$ cat src/rtl/encryption_regfile_pkg.sv
// Shared constants for the encryption register file: register addresses,
// reset values of the key registers and the algorithm select encoding.
package encryption_regfile_pkg;

    // Register map (byte addresses on the register bus)
    localparam int unsigned ADDR_SELECT     = 'h00;
    localparam int unsigned ADDR_CAESAR     = 'h10;
    localparam int unsigned ADDR_SCYTALE    = 'h12;
    localparam int unsigned ADDR_ZIGZAG     = 'h14;
    localparam int unsigned ADDR_ACCESS_CNT = 'h30;
    localparam int unsigned ADDR_ERROR_CNT  = 'h32;

    // Key register reset values
    localparam logic [15:0] RST_SCYTALE = 16'hFFFF;
    localparam logic [15:0] RST_ZIGZAG  = 16'h0002;

    // Algorithm select encoding
    typedef enum logic [1:0] {
        SEL_CAESAR  = 2'd0,
        SEL_SCYTALE = 2'd1,
        SEL_ZIGZAG  = 2'd2
    } sel_e;

endpackage

$ cat src/rtl/encryption_regfile_if.sv
// Register access bus between an initiator (master) and the register file
// (slave).
//   addr/read/write/wdata : request, valid for one cycle, driven by master
//   rdata/done/error      : response, one-cycle pulse, driven by slave
interface encryption_regfile_if #(
    parameter int unsigned ADDR_WIDTH = 8,
    parameter int unsigned REG_WIDTH  = 16
) ();

    logic [ADDR_WIDTH-1:0] addr;
    logic                  read;
    logic                  write;
    logic [REG_WIDTH-1:0]  wdata;
    logic [REG_WIDTH-1:0]  rdata;
    logic                  done;
    logic                  error;

    modport master (
        output addr, read, write, wdata,
        input  rdata, done, error
    );

    modport slave (
        input  addr, read, write, wdata,
        output rdata, done, error
    );

endinterface

$ cat src/rtl/encryption_regfile_counter.sv
// Housekeeping counter for the register file.
//   clk, rst : clock, asynchronous active-high reset (count -> 0)
//   inc_i    : increment by one this cycle
//   clr_i    : clear to zero, wins over inc_i
//   count_o  : current count
// SATURATE=1 holds at all-ones, SATURATE=0 wraps to zero.
module regfile_counter #(
    parameter int unsigned WIDTH    = 16,
    parameter bit          SATURATE = 1'b0
) (
    input  logic             clk,
    input  logic             rst,
    input  logic             inc_i,
    input  logic             clr_i,
    output logic [WIDTH-1:0] count_o
);

    logic [WIDTH-1:0] cnt_d, cnt_q;

    always_comb begin
        cnt_d = cnt_q;
        if (clr_i) begin
            cnt_d = '0;
        end else if (inc_i) begin
            if (SATURATE && (cnt_q == {WIDTH{1'b1}})) begin
                cnt_d = cnt_q;
            end else begin
                cnt_d = cnt_q + WIDTH'(1);
            end
        end
    end

    always_ff @(posedge clk or posedge rst) begin
        if (rst) begin
            cnt_q <= '0;
        end else begin
            cnt_q <= cnt_d;
        end
    end

    assign count_o = cnt_q;

endmodule

$ cat src/rtl/encryption_regfile.sv
// Memory-mapped configuration register file of the encryption datapath.
//   clk, rst    : clock, asynchronous active-high reset
//   bus         : register access bus (slave side)
//   select      : algorithm select (0 caesar, 1 scytale, 2 zigzag)
//   caesar_key  : Caesar shift key
//   scytale_key : Scytale key {M, N}
//   zigzag_key  : ZigZag key
// Pipeline: a request sampled at edge N updates the key registers at N and is
// answered with a done pulse registered at edge N+1. The housekeeping counters
// update at N+1 as well, together with the done pulse.
module encryption_regfile
    import encryption_regfile_pkg::*;
#(
    parameter int unsigned ADDR_WIDTH = 8,
    parameter int unsigned REG_WIDTH  = 16
) (
    input  logic                 clk,
    input  logic                 rst,
    encryption_regfile_if.slave  bus,
    output logic [1:0]           select,
    output logic [REG_WIDTH-1:0] caesar_key,
    output logic [REG_WIDTH-1:0] scytale_key,
    output logic [REG_WIDTH-1:0] zigzag_key
);

    // Configuration registers
    logic [1:0]           select_d, select_q;
    logic [REG_WIDTH-1:0] caesar_d, caesar_q;
    logic [REG_WIDTH-1:0] scytale_d, scytale_q;
    logic [REG_WIDTH-1:0] zigzag_d, zigzag_q;

    // First response stage: result of the access sampled at the last edge
    logic                 pend_d, pend_q;
    logic                 pend_err_d, pend_err_q;
    logic                 pend_clr_d, pend_clr_q;
    logic [REG_WIDTH-1:0] pend_rdata_d, pend_rdata_q;

    // Second response stage: what the bus sees
    logic                 done_d, done_q;
    logic                 error_d, error_q;
    logic [REG_WIDTH-1:0] rdata_d, rdata_q;

    logic [REG_WIDTH-1:0] access_cnt;
    logic [REG_WIDTH-1:0] error_cnt;

    // Address decode
    logic is_sel, is_caesar, is_scytale, is_zigzag, is_acc_cnt, is_err_cnt;
    logic mapped, req, acc_err, wr_ok;
    logic [REG_WIDTH-1:0] rd_val;

    always_comb begin
        is_sel     = (bus.addr == ADDR_WIDTH'(ADDR_SELECT));
        is_caesar  = (bus.addr == ADDR_WIDTH'(ADDR_CAESAR));
        is_scytale = (bus.addr == ADDR_WIDTH'(ADDR_SCYTALE));
        is_zigzag  = (bus.addr == ADDR_WIDTH'(ADDR_ZIGZAG));
        is_acc_cnt = (bus.addr == ADDR_WIDTH'(ADDR_ACCESS_CNT));
        is_err_cnt = (bus.addr == ADDR_WIDTH'(ADDR_ERROR_CNT));
        mapped     = is_sel | is_caesar | is_scytale | is_zigzag | is_acc_cnt | is_err_cnt;

        req     = bus.read | bus.write;
        // Simultaneous read+write, unmapped address and writes to the
        // read-only access counter all fail without touching any register.
        acc_err = req & ((bus.read & bus.write) | ~mapped | (bus.write & is_acc_cnt));
        wr_ok   = bus.write & ~bus.read & ~acc_err;

        rd_val = '0;
        if (is_sel)     rd_val = {{(REG_WIDTH - 2){1'b0}}, select_q};
        if (is_caesar)  rd_val = caesar_q;
        if (is_scytale) rd_val = scytale_q;
        if (is_zigzag)  rd_val = zigzag_q;
        if (is_acc_cnt) rd_val = access_cnt;
        if (is_err_cnt) rd_val = error_cnt;
    end

    // Register writes land on the sampling edge
    always_comb begin
        select_d  = select_q;
        caesar_d  = caesar_q;
        scytale_d = scytale_q;
        zigzag_d  = zigzag_q;
        if (wr_ok) begin
            if (is_sel)     select_d  = bus.wdata[1:0];
            if (is_caesar)  caesar_d  = bus.wdata;
            if (is_scytale) scytale_d = bus.wdata;
            if (is_zigzag)  zigzag_d  = bus.wdata;
        end
    end

    always_comb begin
        pend_d       = req;
        pend_err_d   = acc_err;
        // The error-counter clear is deferred so it meets the counter on the
        // same edge as a possible increment and can override it.
        pend_clr_d   = wr_ok & is_err_cnt;
        pend_rdata_d = (bus.read & ~acc_err) ? rd_val : '0;

        done_d  = pend_q;
        error_d = pend_q & pend_err_q;
        rdata_d = pend_q ? pend_rdata_q : '0;
    end

    always_ff @(posedge clk or posedge rst) begin
        if (rst) begin
            select_q     <= SEL_CAESAR;
            caesar_q     <= '0;
            scytale_q    <= REG_WIDTH'(RST_SCYTALE);
            zigzag_q     <= REG_WIDTH'(RST_ZIGZAG);
            pend_q       <= 1'b0;
            pend_err_q   <= 1'b0;
            pend_clr_q   <= 1'b0;
            pend_rdata_q <= '0;
            done_q       <= 1'b0;
            error_q      <= 1'b0;
            rdata_q      <= '0;
        end else begin
            select_q     <= select_d;
            caesar_q     <= caesar_d;
            scytale_q    <= scytale_d;
            zigzag_q     <= zigzag_d;
            pend_q       <= pend_d;
            pend_err_q   <= pend_err_d;
            pend_clr_q   <= pend_clr_d;
            pend_rdata_q <= pend_rdata_d;
            done_q       <= done_d;
            error_q      <= error_d;
            rdata_q      <= rdata_d;
        end
    end

    regfile_counter #(
        .WIDTH    (REG_WIDTH),
        .SATURATE (1'b0)
    ) u_access_cnt (
        .clk     (clk),
        .rst     (rst),
        .inc_i   (pend_q),
        .clr_i   (1'b0),
        .count_o (access_cnt)
    );

    regfile_counter #(
        .WIDTH    (REG_WIDTH),
        .SATURATE (1'b1)
    ) u_error_cnt (
        .clk     (clk),
        .rst     (rst),
        .inc_i   (pend_q & pend_err_q),
        .clr_i   (pend_clr_q),
        .count_o (error_cnt)
    );

    assign bus.done    = done_q;
    assign bus.error   = error_q;
    assign bus.rdata   = rdata_q;
    assign select      = select_q;
    assign caesar_key  = caesar_q;
    assign scytale_key = scytale_q;
    assign zigzag_key  = zigzag_q;

endmodule

$ cat src/flat_wrapper.sv
// flat-port wrapper written by rule: the top's interface ports become plain ports
module encryption_regfile_flat import encryption_regfile_pkg::*;
#(
    parameter int unsigned ADDR_WIDTH = 8,
    parameter int unsigned REG_WIDTH  = 16
)
  (clk, rst, select, caesar_key, scytale_key, zigzag_key, bus_addr, bus_read, bus_write, bus_wdata, bus_rdata, bus_done, bus_error);
  encryption_regfile_if #(.ADDR_WIDTH(ADDR_WIDTH), .REG_WIDTH(REG_WIDTH)) bus_i ();
  input  logic clk;
  input  logic rst;
  output logic [1:0] select;
  output logic [REG_WIDTH-1:0] caesar_key;
  output logic [REG_WIDTH-1:0] scytale_key;
  output logic [REG_WIDTH-1:0] zigzag_key;
  input wire logic [$bits(bus_i.addr)-1:0] bus_addr;
  input wire logic [$bits(bus_i.read)-1:0] bus_read;
  input wire logic [$bits(bus_i.write)-1:0] bus_write;
  input wire logic [$bits(bus_i.wdata)-1:0] bus_wdata;
  output wire logic [$bits(bus_i.rdata)-1:0] bus_rdata;
  output wire logic [$bits(bus_i.done)-1:0] bus_done;
  output wire logic [$bits(bus_i.error)-1:0] bus_error;
  assign bus_i.addr = bus_addr;
  assign bus_i.read = bus_read;
  assign bus_i.write = bus_write;
  assign bus_i.wdata = bus_wdata;
  assign bus_rdata = bus_i.rdata;
  assign bus_done = bus_i.done;
  assign bus_error = bus_i.error;
  encryption_regfile #(.ADDR_WIDTH(ADDR_WIDTH), .REG_WIDTH(REG_WIDTH)) u_core (.clk(clk), .rst(rst), .bus(bus_i), .select(select), .caesar_key(caesar_key), .scytale_key(scytale_key), .zigzag_key(zigzag_key));
endmodule
$ cat config.mk
export PLATFORM = sky130hd
export DESIGN_NAME = encryption_regfile_flat
export DESIGN_NICKNAME = d
export VERILOG_FILES = /design/src/rtl/encryption_regfile_pkg.sv /design/src/rtl/encryption_regfile_if.sv /design/src/rtl/encryption_regfile_counter.sv /design/src/rtl/encryption_regfile.sv /design/src/flat_wrapper.sv
export SDC_FILE = /design/constraint.sdc
export NUM_CORES = 1
export LEC_CHECK = 0
export CORE_MARGIN = 3
export CORE_UTILIZATION = 57
export DETAILED_ROUTE_END_ITERATION = 8
export PLACE_DENSITY_LB_ADDON = 0.25
export SLEW_MARGIN = 25
export SYNTH_ARGS = -nofsm -noshare
export SYNTH_HDL_FRONTEND = slang
export SYNTH_HIERARCHICAL = 1
export SYNTH_SLANG_ARGS = --single-unit
$ cat constraint.sdc
create_clock -name clk -period 6.3 [get_ports clk]
set_clock_uncertainty 0.1 [all_clocks]
set_input_delay 1.575 -clock clk [delete_from_list [all_inputs] [get_ports clk]]
set_output_delay 1.575 -clock clk [all_outputs]
set_load 0.01 [all_outputs]
# Word-level counts from Yosys, hierarchy flattened
# Cells that the tools add are included.
[totals]
register_bits = 119
word_cells = 59
out_inout_bits = 68
inputBits = 28
[op_classes]
bitwise = 19
addsub = 2
mux = 11
eq_ne = 7
reduce_logical = 7
[ops]
columns = ["cell", "count"]
rows = [
  ["16-bit two-way mux", 10],
  ["16-bit by 1-bit adder with 16-bit output, second input constant", 2],
  ["8-bit by 5-bit == test with 1-bit output, second input constant", 3],
  ["16-bit == test, second input constant", 1],
  ["8-bit by 6-bit == test with 1-bit output, second input constant", 2],
  ["2-bit AND reduction", 5],
  ["1-bit bitwise AND", 8],
  ["8-bit logical NOT", 1],
  ["1-bit OR", 8],
  ["1-bit NOT", 3],
  ["2-bit two-way mux", 1],
  ["2-bit by 1-bit inequality test with 1-bit output, second input constant", 1],
  ["2-bit nonzero test", 1],
]

# Longest topological paths before layout
[depth]
ltp_word = 13
depth_mapped = 7
ltp_nobuf = 5

# Cells and area by module
# Netlist, hierarchy kept.
[modules_own_cells]
columns = ["mod", "area_each_um2", "seq_area_each_um2", "cells_each", "instances"]
rows = [
  ["encryption_regfile", 3948.8, 2198.4, 324, 1],
  ["regfile_counter (u_core.u_error_cnt)", 925.9, 400.4, 91, 1],
  ["regfile_counter (u_core.u_access_cnt)", 808.3, 400.4, 82, 1],
]

# Worst setup path after synthesis
# Ideal clock, no wire load.
[synth_path]
kind = "input-to-reg"
start = "input bus_addr[7]"
end = "register u_core.caesar_q[0] (netlist: u_core/caesar_key[0])"
required_time_ps = 6075
stages = 7
setup_ps = 125
path_buffers = 3
slack_ps = 3031
arrival_time_ps = 3045
path_cell_list = "or3b_1 > buf_2 > nor3_4 > and3_1 > buf_4 > buf_8 > mux2_2"
[synth_via]
elab_chain_len = 13
elab_cells_between_ends = 19
classes_between = "5 x eq/ne; 12 x bitwise; 2 x reduce/logical"
[synth_lines]
columns = ["element", "line_no", "rtl"]
rows = [
  ["from (decl)", "flat_wrapper.sv:15", "input wire logic [$bits(bus_i.addr)-1:0] bus_addr;"],
  ["8-bit by 5-bit == test with 1-bit output or 8-bit logical NOT (tied branches)", "encryption_regfile.sv:53, encryption_regfile.sv:52", ""],
  ["1-bit OR (5 in a row)", "encryption_regfile.sv:58", "mapped = is_sel | is_caesar | is_scytale | is_zigzag | is_acc_cnt | is_err_cnt;"],
  ["1-bit NOT", "encryption_regfile.sv:63", "acc_err = req & ((bus.read & bus.write) | ~mapped | (bus.write & is_acc_cnt));"],
  ["1-bit OR (2 in a row)", "encryption_regfile.sv:63", ""],
  ["1-bit bitwise AND", "encryption_regfile.sv:63", ""],
  ["1-bit NOT", "encryption_regfile.sv:64", "wr_ok = bus.write & ~bus.read & ~acc_err;"],
  ["1-bit bitwise AND", "encryption_regfile.sv:64", ""],
  ["2-bit AND reduction (no line) (*)", "-", ""],
  ["to (signal assigned)", "encryption_regfile.sv:117", "caesar_q <= caesar_d;"],
  ["to (decl)", "encryption_regfile.sv:28", "logic [REG_WIDTH-1:0] caesar_d, caesar_q;"],
]
# Every way passes the cells marked *; elsewhere a longest branch is shown, timed or not.
# A chain may end at the register's enable or synchronous reset.

# Worst setup path after layout
[layout_path]
start = "input bus_addr[1]"
end = "register u_core.pend_rdata_q[11]"
[layout_via]
elab_chain_len = 13
elab_cells_between_ends = 24
classes_between = "5 x eq/ne; 6 x mux; 12 x bitwise; 1 x reduce/logical"
[layout_lines]
columns = ["element", "line_no", "rtl"]
rows = [
  ["8-bit by 5-bit == test with 1-bit output or 8-bit logical NOT (tied branches)", "encryption_regfile.sv:53, encryption_regfile.sv:52", ""],
  ["1-bit OR (5 in a row)", "encryption_regfile.sv:58", ""],
  ["1-bit NOT", "encryption_regfile.sv:63", ""],
  ["1-bit OR (2 in a row)", "encryption_regfile.sv:63", ""],
  ["1-bit bitwise AND", "encryption_regfile.sv:63", ""],
  ["1-bit NOT", "encryption_regfile.sv:95", "pend_rdata_d = (bus.read & ~acc_err) ? rd_val : '0;"],
  ["1-bit bitwise AND", "encryption_regfile.sv:95", ""],
  ["16-bit two-way mux (*)", "encryption_regfile.sv:95", ""],
  ["named net u_core.pend_rdata_d[11]", "encryption_regfile.sv:36", "logic [REG_WIDTH-1:0] pend_rdata_d, pend_rdata_q;"],
  ["to (signal assigned)", "encryption_regfile.sv:123", "pend_rdata_q <= pend_rdata_d;"],
  ["to (decl)", "encryption_regfile.sv:36", ""],
]
# Mark *: on every way through the listed nets, which the timed path passes. The rest lies on a longest branch.

==> flow_summary_export.csv <==
group,metric,value,unit
setup_path,critPathMaxStageDelay,0.97,ns
setup_path,cp-end-kind,"flip-flop",
synthesis,yosysSeqAreaShare,52.8,%
setup_path,crit_path_start,"bus_addr[1]",
synthesis,synth_area_per_cell,11.4,µm²
floorplan,io_pins,96,
synthesis,syn_area,5680,µm²
drt,ant_nets,0,
power_and_ir_drop,power,2040,µW
setup_path,required,6.64,ns
synthesis,synth_top_area_cell,"dfrtp_1",
setup_path,start_kind,"input port",
timing,max_slew_margin,36.4,%
setup_path,cp_slowest_cell,"clkdlybuf4s50_1",
synthesis,yosys-top-cells-area,"dfrtp_1, mux2_2, dfstp_2",
cells_and_area,area_growth,28.7,%
drt,route.detailed.drc,0,
clock_network,clockBufferDepth,2,
worst_hold_path,min-delay-path-class,"reg -> reg",
drt,routed_wl,14.7,mm
cells_and_area,multiInputGateArea,2510,µm²
drt,drtPass1Iterations,5,
setup_path,critPathTopFamily,"compound AO/OA/AOI/OAI gates",
clock_network,clock_latency,0.52,ns
floorplan,initial_core_util,60.1,%
power_and_ir_drop,irDropWorstVdd,195,µV
drt,drtIter0Drc,343,
synthesis,synthArstFlopShare,100,%
placed_design,port_buffers,95,
flow_run,max-cap-violations,0,
timing,setup_viol,0,
synthesis,synth_edf_count,0,
synthesis,synth_top_area_share,44.9,%
timing,worst_pin_slew,0.953,ns
setup_path,crit_type,"in -> reg",
synthesis,synth_flop_cell,"dfrtp_1",
timing,tns,0,ns
drt,wl_per_cell,20.2,µm
cells_and_area,seq_area,3000,µm²
synthesis,synthCells,497,
synthesis,yosysWarnings,6,
global_routing,grt_pass1_wl,24.1,mm
setup_path,worstPathCellList,"clkdlybuf4s50_1, nor2b_1, a2bb2oi_1, o32ai_1, o211a_1",
worst_hold_path,hp-start,"u_core/pend_rdata_q[13]",
drt,vias,4473,
setup_path,crit_buf_inv,1,
placed_design,dp_cells,697,
clock_network,cts.sinks,119,
global_routing,antenna_found_initial,0,
cells_and_area,antenna_cells,0,
setup_path,worstReg2RegStart,"u_core/done_d",
run_status,outcome,"finished, final reports clean",
clock_network,cts_resized,0,
synthesis,synth.net_count,527,
clock_network,cts_setup_buffers,0,
timing,hold_viol_final,0,
power_and_ir_drop,powerDensity,279,nW/µm²
floorplan,die_y,106,µm
global_routing,grt_start_max_net_pins,59,
floorplan,core_region_area,9460,µm²
global_routing,grt_util_all_layers,27.9,%
clock_network,cts_buffers,17,
placed_design,hpwl,9.85,mm
clock_network,cts_tree,"done",
setup_path,worstPathMaxFanout,20,
timing,period_share,63.8,%
floorplan,dieArea,11200,µm²
global_routing,grt_overflow_total,0,
cells_and_area,fin_nets,617,
synthesis,synth_cell_type_count,67,
timing,max_freq,249,MHz
cells_and_area,fillers,607,
drt,viasPerCell,6.14,
clock_network,clk_root_buffer_cell,"clkbuf_8",
timing,rsz0062_at_grt,"false",
placed_design,globalplace.congestion,0.886,
clock_network,htree_levels,4,
cells_and_area,final_cells,729,
floorplan,rows,35,
floorplan,fp.dieW,106,µm
synthesis,synth.most_common_cell,"dfrtp_1",
clock_network,clk_pin_slew_worst_paths,0.06,ns
power_and_ir_drop,p_leak,0.00328,µW
synthesis,yosys-top-cells-count,"dfrtp_1, nor2_1, mux2_2, and2_1",
global_routing,first_global_vias,4567,
timing,fin_crit,4.02,ns
clock_network,holdBufCountCts,0,
setup_path,crit_arrival,4.36,ns
cells_and_area,drive_above_1_share,20.5,%
timing,maxSlewViolCount,0,
synthesis,ys_ff_latch,119,
==> cell type report <==
type	instances	area share [%]
repair buffers	99	13.4
inverters	10	0.547
clock buffers	25	6.89
well taps	129	2.21
flip-flops and latches	119	41.0
clock inverters	7	1.59
multi-input cells	340	34.3
==> state kept, by name (all words and copies together), names as in the netlist, 2 cells and up <==
| register | flops |
|---|---|
| u_core/bus.rdata | 16 |
| u_core/caesar_key | 16 |
| u_core/pend_rdata_q | 16 |
| u_core/scytale_key | 16 |
| u_core/select | 2 |
| u_core/u_access_cnt/count_o | 16 |
| u_core/u_error_cnt/count_o | 16 |
| u_core/zigzag_key | 16 |
==> through the flow <==
stage / instance area, µm² / hold WS (ns) / utilization (%) / setup slack [ns]
after floorplan: 5680 / 0.334 / - / 2.40
after global placement: 6690 / 0.338 / 70.7 / 1.98
after detailed placement: 6690 / 0.339 / 70.7 / 1.87
after CTS: 7310 / 0.352 / 77.3 / 2.37
after global routing: 7310 / 0.373 / 77.3 / 2.26
final: 7310 / 0.352 / 77.3 / 2.28
==> worst paths after layout <==
check | endpoint | slack (ns) | cells after the start
max | u_core/pend_rdata_q[11] | 2.28 | 5
min | u_core/bus.rdata[13] | 0.35 | 1
max reg2reg | u_core/u_error_cnt/count_o[12] | 4.07 | 6
min reg2reg | u_core/bus.rdata[13] | 0.35 | 1
max in group asynchronous | u_core/scytale_key[8] | 3.72 | 3
min in group asynchronous | u_core/u_error_cnt/count_o[5] | 1.46 | 2
==> cell families (layout without fill, tap and decap cells) <==
logic type / after synthesis / after routing / share of synthesized area [%]
AND/OR/NAND/NOR: 182 / 182 / 18.9
flip-flops: 119 / 119 / 52.8
AO/OA/AOI/OAI: 88 / 88 / 12.1
multiplexers: 54 / 54 / 10.6
buffers and inverters: 38 / 141 / 3.10
XOR/XNOR: 13 / 13 / 2.00
adder cells (fa/ha/maj): 2 / 2 / 0.440
other: 1 / 1 / 0.0660
==> layer usage <==
metal / share of wire (%) / routed length, µm / up-vias / GRT usage, %
met1: 39 / 5780 / 2215 / 34.1
met4: 2.7 / 400 / 0 / 12.1
met2: 51 / 7540 / 224 / 46.9
met3: 6.9 / 1020 / 34 / 7.04
li1: - / - / 2000 / -
met5: 0 / 0 / - / 0
==> report_power, final <==
| part | switching [µW] | internal [µW] |
|---|---|---|
| clock network | 333 | 665 |
| registers | 49.7 | 801 |
| logic | 105 | 84.7 |
==> worst reg2reg max path, stage by stage, from the launching register on <==
cell	delay (ns)
dfrtp_1	0.32
buf_4	0.25
and2_1	0.28
and2_1	0.22
nand2b_1	0.22
nor4b_1	0.38
mux2_2	0.37
==> placed cells by master, fill, tap and decap left out, drive strengths merged, types with 3 or more instances in the layout <==
cell and count:
xnor2 8, a211oi 4, o31ai 7, or2 4, nor2b 3, mux2 51
o21ai 6, nand3 12, or3 7, mux2i 3, and4 3, o211a 13
buf 4, nand2b 5, or4 6, clkbuf 25, inv 10, o32ai 13
nor4b 3, nor3 14, nor2 66, nor4 4, xor2 5, a21oi 15
and2 20, nand4 10, clkinv 3, bufinv 3, clkdlybuf4s50 95, nor3b 3
dfrtp 102, nand2 12, and3 4, dfstp 17, a2bb2oi 14
(Power assumes the default switching activity.)
